--- src/rtl/fpu_vector_fetch.sv ---
// Consumer stage for a ripple-counter address bus: resynchronise and filter the address,
// queue each new settled value, fetch its operand/opcode vector and present it on valid/ready.
module fpu_vector_fetch #(
  parameter int DATA_W = 32,
  parameter int OPC_W  = 3,
  parameter int QDEPTH = 4
) (
  input  logic                       clk,
  input  logic                       rst,
  input  logic [4:0]                 addr_i,
  input  logic                       wr_en_i,
  input  logic [4:0]                 wr_addr_i,
  input  logic [2*DATA_W+OPC_W-1:0]  wr_data_i,
  input  logic                       vec_ready_i,
  output logic                       vec_valid_o,
  output logic [4:0]                 vec_addr_o,
  output logic [DATA_W-1:0]          op_a_o,
  output logic [DATA_W-1:0]          op_b_o,
  output logic [OPC_W-1:0]           opcode_o,
  output logic                       ovf_o
);

  localparam int WORD_W = 2*DATA_W + OPC_W;
  localparam int QW     = $clog2(QDEPTH);
  localparam int CW     = QW + 1;

  typedef enum logic [1:0] {
    IDLE    = 2'd0,
    READ    = 2'd1,
    PRESENT = 2'd2
  } state_t;

  logic [4:0]        s1_r, s2_r, s3_r;
  logic [2:0]        fill_r;
  logic [4:0]        last_addr_r;
  logic              last_valid_r;
  logic              stable_s, accept_s;

  logic [4:0]        q_mem_r [QDEPTH];
  logic [QW-1:0]     head_r, tail_r;
  logic [CW-1:0]     count_r;
  logic              empty_s, full_s, push_ok_s, pop_s, drop_s;
  logic [4:0]        head_addr_s;

  logic [WORD_W-1:0] tbl_r [32];

  state_t            state_r, state_nx_s;

  // fill_r marks which sync stages hold a post-reset sample, so the reset value of the
  // sync flops is never mistaken for a settled address.
  assign stable_s    = fill_r[2] && (s2_r == s3_r);
  assign accept_s    = stable_s && (!last_valid_r || (s2_r != last_addr_r));
  assign empty_s     = (count_r == {CW{1'b0}});
  assign full_s      = (count_r == CW'(QDEPTH));
  assign pop_s       = (state_r == READ) && !empty_s;
  assign push_ok_s   = accept_s && (!full_s || pop_s);
  assign drop_s      = accept_s && full_s && !pop_s;
  assign head_addr_s = q_mem_r[head_r];

  // Address resynchroniser and new-address detector.
  always_ff @(posedge clk or negedge rst) begin
    if (!rst) begin
      s1_r         <= 5'd0;
      s2_r         <= 5'd0;
      s3_r         <= 5'd0;
      fill_r       <= 3'b000;
      last_addr_r  <= 5'd0;
      last_valid_r <= 1'b0;
    end else begin
      s1_r   <= addr_i;
      s2_r   <= s1_r;
      s3_r   <= s2_r;
      fill_r <= {fill_r[1:0], 1'b1};
      if (accept_s) begin
        last_addr_r  <= s2_r;
        last_valid_r <= 1'b1;
      end
    end
  end

  // Pending-address queue pointers, occupancy and sticky overflow.
  always_ff @(posedge clk or negedge rst) begin
    if (!rst) begin
      head_r  <= {QW{1'b0}};
      tail_r  <= {QW{1'b0}};
      count_r <= {CW{1'b0}};
      ovf_o   <= 1'b0;
    end else begin
      if (push_ok_s) begin
        tail_r <= tail_r + QW'(1);
      end
      if (pop_s) begin
        head_r <= head_r + QW'(1);
      end
      case ({push_ok_s, pop_s})
        2'b10:   count_r <= count_r + CW'(1);
        2'b01:   count_r <= count_r - CW'(1);
        default: count_r <= count_r;
      endcase
      if (drop_s) begin
        ovf_o <= 1'b1;
      end
    end
  end

  // Queue storage; contents are only meaningful below count_r.
  always_ff @(posedge clk) begin
    if (push_ok_s) begin
      q_mem_r[tail_r] <= s2_r;
    end
  end

  // Vector table write port; the read in READ sees pre-write contents on a same-index collision.
  always_ff @(posedge clk) begin
    if (wr_en_i) begin
      tbl_r[wr_addr_i] <= wr_data_i;
    end
  end

  // FSM state register.
  always_ff @(posedge clk or negedge rst) begin
    if (!rst) begin
      state_r <= IDLE;
    end else begin
      state_r <= state_nx_s;
    end
  end

  // FSM next state; IDLE also reacts to an address being accepted this cycle to save a cycle.
  always_comb begin
    state_nx_s = state_r;
    case (state_r)
      IDLE: begin
        if (!empty_s || accept_s) begin
          state_nx_s = READ;
        end else begin
          state_nx_s = IDLE;
        end
      end
      READ: begin
        state_nx_s = PRESENT;
      end
      PRESENT: begin
        if (vec_ready_i) begin
          if (!empty_s) begin
            state_nx_s = READ;
          end else begin
            state_nx_s = IDLE;
          end
        end else begin
          state_nx_s = PRESENT;
        end
      end
      default: begin
        state_nx_s = IDLE;
      end
    endcase
  end

  // Presented vector: loaded only while leaving READ, so it is frozen throughout PRESENT.
  always_ff @(posedge clk or negedge rst) begin
    if (!rst) begin
      vec_valid_o <= 1'b0;
      vec_addr_o  <= 5'd0;
      op_a_o      <= {DATA_W{1'b0}};
      op_b_o      <= {DATA_W{1'b0}};
      opcode_o    <= {OPC_W{1'b0}};
    end else begin
      vec_valid_o <= (state_nx_s == PRESENT);
      if (state_r == READ) begin
        vec_addr_o                     <= head_addr_s;
        {opcode_o, op_a_o, op_b_o}     <= tbl_r[head_addr_s];
      end
    end
  end

endmodule

--- config.mk ---
export PLATFORM = sky130hd
export DESIGN_NAME = fpu_vector_fetch
export DESIGN_NICKNAME = d
export VERILOG_FILES = /design/src/rtl/fpu_vector_fetch.sv
export SDC_FILE = /design/constraint.sdc
export NUM_CORES = 2
export LEC_CHECK = 0
export BUFFER_PORTS_ARGS = -buffer_cell sky130_fd_sc_hd__buf_2
export CAP_MARGIN = 20
export CORE_UTILIZATION = 35
export CTS_CLUSTER_DIAMETER = 40
export DETAILED_ROUTE_END_ITERATION = 16
export SKIP_LAST_GASP = 1
export SYNTH_ARGS = -nofsm -noshare
export SYNTH_HDL_FRONTEND = slang
export SYNTH_SLANG_ARGS = --single-unit
export TNS_END_PERCENT = 1
--- constraint.sdc ---
create_clock -name clk -period 3.25 [get_ports clk]
set_input_delay 0.325 -clock clk [delete_from_list [all_inputs] [get_ports clk]]
set_output_delay 0.325 -clock clk [all_outputs]
set_load 0.02 [all_outputs]
==> flow_metrics.py <==
metrics = {
    "clocking": {
        "clock_latency_ps": 920,
        "cts_resized": 0,
        "cts_tree": "yes",
        "cts_buffers": 300,
        "clock_sinks": 2271,
        "cts_htree_levels": 5,
        "clock_tree.buffer_depth": 4,
        "root_buffer": "clkbuf_16",
        "clk_pin_slew_ps": 60,
    },
    "die": {
        "die-area_um2": 251000,
        "rows": 183,
        "fp.dieH_um": 501,
        "initial_core_util": 0.351,
        "coreArea_um2": 248000,
        "io_pins": 155,
        "die_w_um": 501,
    },
    "outcome": {
        "status": "completed",
    },
    "yosys": {
        "synthCells": 5580,
        "yosysWarnings": 0,
        "yosys.area.top_type": "edfxtp_1",
        "syn-num-nets": 5667,
        "synth-seq-area-share": 0.775,
        "avgSynthCellArea_um2": 15.6,
        "synth_seq_cells": 2271,
        "yosys-top-cells-area": "edfxtp_1 74%, mux2i_1 5.4%, nand2_1 5.3%, dfrtp_1 3.1%, a32oi_1 2.0%",
        "synth_area_um2": 87300,
        "synth_edf_count": 2164,
        "ys_types": 42,
        "synth-main-ff-cell": "edfxtp_1",
        "ys_async_sr_fraction": 0.0471,
        "synth_top_area_frac": 0.744,
    },
    "critical_path": {
        "cp_slowest_cell": "mux4_4",
        "startpoint_type": "flip-flop",
        "cpLargestDelayFamily": "multiplexers",
        "worstPathCellList": "mux4_4 -> and2b_4 -> buf_12 -> buf_4 -> a22oi_1 -> and3_1 -> a31oi_1 -> o211ai_1",
        "crit_end": "op_a_o[2]$_DFFE_PN0N_",
        "path_buf_inv": 2,
        "cp.arrival_ps": 3750,
        "critical_path_class": "flip-flop to flip-flop",
        "r2r_setup_slack_ps": 250,
        "max_stage_delay_ps": 810,
        "r2r_cells": 8,
        "worstSetupPathDepth": 8,
        "crit_path_start": "head_r[0]$_DFFE_PN0P_",
        "cp.required_ps": 4000,
        "regToRegStartpoint": "head_r[0]$_DFFE_PN0P_",
        "r2r_end": "op_a_o[2]$_DFFE_PN0N_",
        "cp_max_fo": 22,
        "end_kind": "flip-flop",
    },
    "run": {
        "maxCapViolations": 0,
    },
    "drt": {
        "drtIter0Drc": 5346,
        "routed_wl_um": 248000,
        "firstDrtPassIters": 8,
        "dr_total_vias": 51500,
        "viasPerCell": 5.38,
        "route.detailed.drc": 0,
        "drtAntennaViolNets": 0,
        "wire_per_inst_um": 25.9,
    },
    "timing": {
        "hold_viol": 0,
        "rsz0062_at_grt": "no",
        "max_freq_ghz": 0.333,
        "post-route-period-util": 0.924,
        "slew_headroom": 0.358,
        "finalMaxSlewViolations": 0,
        "setup-violations-final": 0,
        "period_minus_slack_ps": 3000,
        "tightest_slew_ps": 961,
        "skew_ps": 52.7,
        "setup_ws_ps": 246,
    },
    "grt": {
        "grt_max_degree": 79,
        "first_global_vias": 50100,
        "grt-ovfl-total": 0,
        "grt_pass1_wl_um": 354000,
        "antenna_found_initial": 28,
        "track_usage": 0.193,
    },
    "final_layout": {
        "drive_above_1_share": 0.149,
        "fin_nets": 6101,
        "final_cell_mix": "2164 x edfxtp_1, 1222 x nand2_1, 474 x mux2i_1, 304 x clkbuf_16, 277 x nand3_1",
        "synthToLayoutAreaGrowth_pct": 19.8,
        "final_common_cell": "edfxtp_1",
    },
    "placement": {
        "io_buffers": 154,
        "dp_hpwl_um": 123000,
        "gp_congestion": 0.769,
        "place_ws_ps": 162,
    },
    "pwr": {
        "total_power_mw": 89.9,
        "power_density_nw_per_um2": 859,
        "vdd_drop_max_v": 0.000682,
        "leakage_nw": 35.7,
    },
    "worst_hold_path": {
        "hold_path.class": "input pin to flip-flop",
    },
}
[per-stage QoR]
step	utilization	cell area, um2	instances	hold WS, ps	TNS [ps]
after floorplan	-	87300	5580	29.4	-1738660
after CTS	0.421	105000	9563	8.18	0
after global placement	0.379	94200	8964	278	0
final	0.421	105000	9571	48.2	0
after global routing	0.421	105000	9566	22.2	0
after detailed placement	0.379	94200	8964	271	0
[how the worst min path moves through the flow]
| stage | start | endpoint | slack (ps) | depth (start not counted) |
|---|---|---|---|---|
| final | addr_i[1] | s1_r[1]$_DFF_PN0_ | 50 | 2 |
| after global routing | addr_i[1] | s1_r[1]$_DFF_PN0_ | 20 | 2 |
| after CTS | addr_i[1] | s1_r[1]$_DFF_PN0_ | 8 | 2 |
| after detailed placement | rst | state_r[1]$_DFF_PN0_ | 270 | 1 |
| after global placement | rst | vec_valid_o$_DFF_PN0_ | 280 | 1 |
| after floorplan | rst | count_r[0]$_DFFE_PN0P_ | 30 | 0 |
[flip-flops by register name (all words and copies together) (netlist names), 3 cells and up]
signal and flops:
tbl_r 2144, op_a_o 32, op_b_o 32, q_mem_r 20
last_addr_r 5, s1_r 5, s2_r 5, s3_r 5
vec_addr_o 5, count_r 3, fill_r 3, opcode_o 3
[per-layer routing]
layer | vias to the layer above | share of wire | global-route usage | wire length (um)
met1 | 26700 | 0.41 | 0.257 | 103000
met2 | 2055 | 0.49 | 0.326 | 121000
met3 | 445 | 0.074 | 0.0338 | 18300
met5 | - | 0.00033 | 0 | 83
met4 | 12 | 0.024 | 0.0501 | 5890
li1 | 22400 | - | - | -
[report_power, final]
group          leakage (nW)  switching [mW]  internal, mW
combinational          10.3            15.7          8.59
clock                  4.68            12.7          19.1
sequential             20.8           0.780          33.0
[logic make-up (layout without fill, tap and decap cells)]
| logic type | count (synthesis) | count (layout) | synth area share |
|---|---|---|---|
| flops | 2271 | 2271 | 0.775 |
| simple gates | 1701 | 1701 | 0.0821 |
| compound gates | 671 | 671 | 0.0557 |
| mux | 555 | 555 | 0.0653 |
| buf+inv | 359 | 1014 | 0.0195 |
| xor+xnor | 16 | 16 | 0.00160 |
| fa+ha+maj | 6 | 6 | 0.000946 |
| other cells | 1 | 7 | 0.0000429 |
[synthesized netlist by cell type, types with 2 or more instances]
master and n:
edfxtp_1 2164, nand2_1 1222, mux2i_1 475, nand3_1 277, a31oi_1 201, a32oi_1 196
clkbuf_1 178, o211ai_1 129, buf_2 117, dfrtp_1 107, and3_1 69, a21oi_1 68
a22oi_1 67, mux2_1 67, nand4_1 67, nor2_1 38, buf_4 27, buf_1 17
buf_6 14, xor2_1 11, mux2_2 9, and2_1 6, inv_1 6, ha_1 5
nand3b_1 5, o2111ai_1 5, xnor2_1 5, mux4_2 4, nand2b_1 4, o21ai_0 3
or3b_2 3, nor2b_1 2, nor4_1 2, or3_1 2
[area by class of cell]
type                            count  area [um2]
Antenna cell                        6        15.0
Clock buffer                      344        7830
Clock inverter                    179        1820
Fill cell                       22000      144000
Inverter                            6        22.5
Multi-Input combinational cell   2950       18300
Sequential cell                  2271       67700
Tap cell                         3330        4170
Timing Repair Buffer              485        4810
[worst reg2reg max path: stages (launching register included)]
cell and delay (ps):
dfrtp_1 490, mux4_4 810, and2b_4 360, buf_12 220
buf_4 340, a22oi_1 120, and3_1 180, a31oi_1 210
o211ai_1 110
[timing repair]
item	CTS	global route
setup endpoints to repair	0	2
buffers inserted	0	2
hold buffers	76	0
endpoints found under the hold margin	2259	0
No activity file was read; power rests on OpenSTA's default activity.
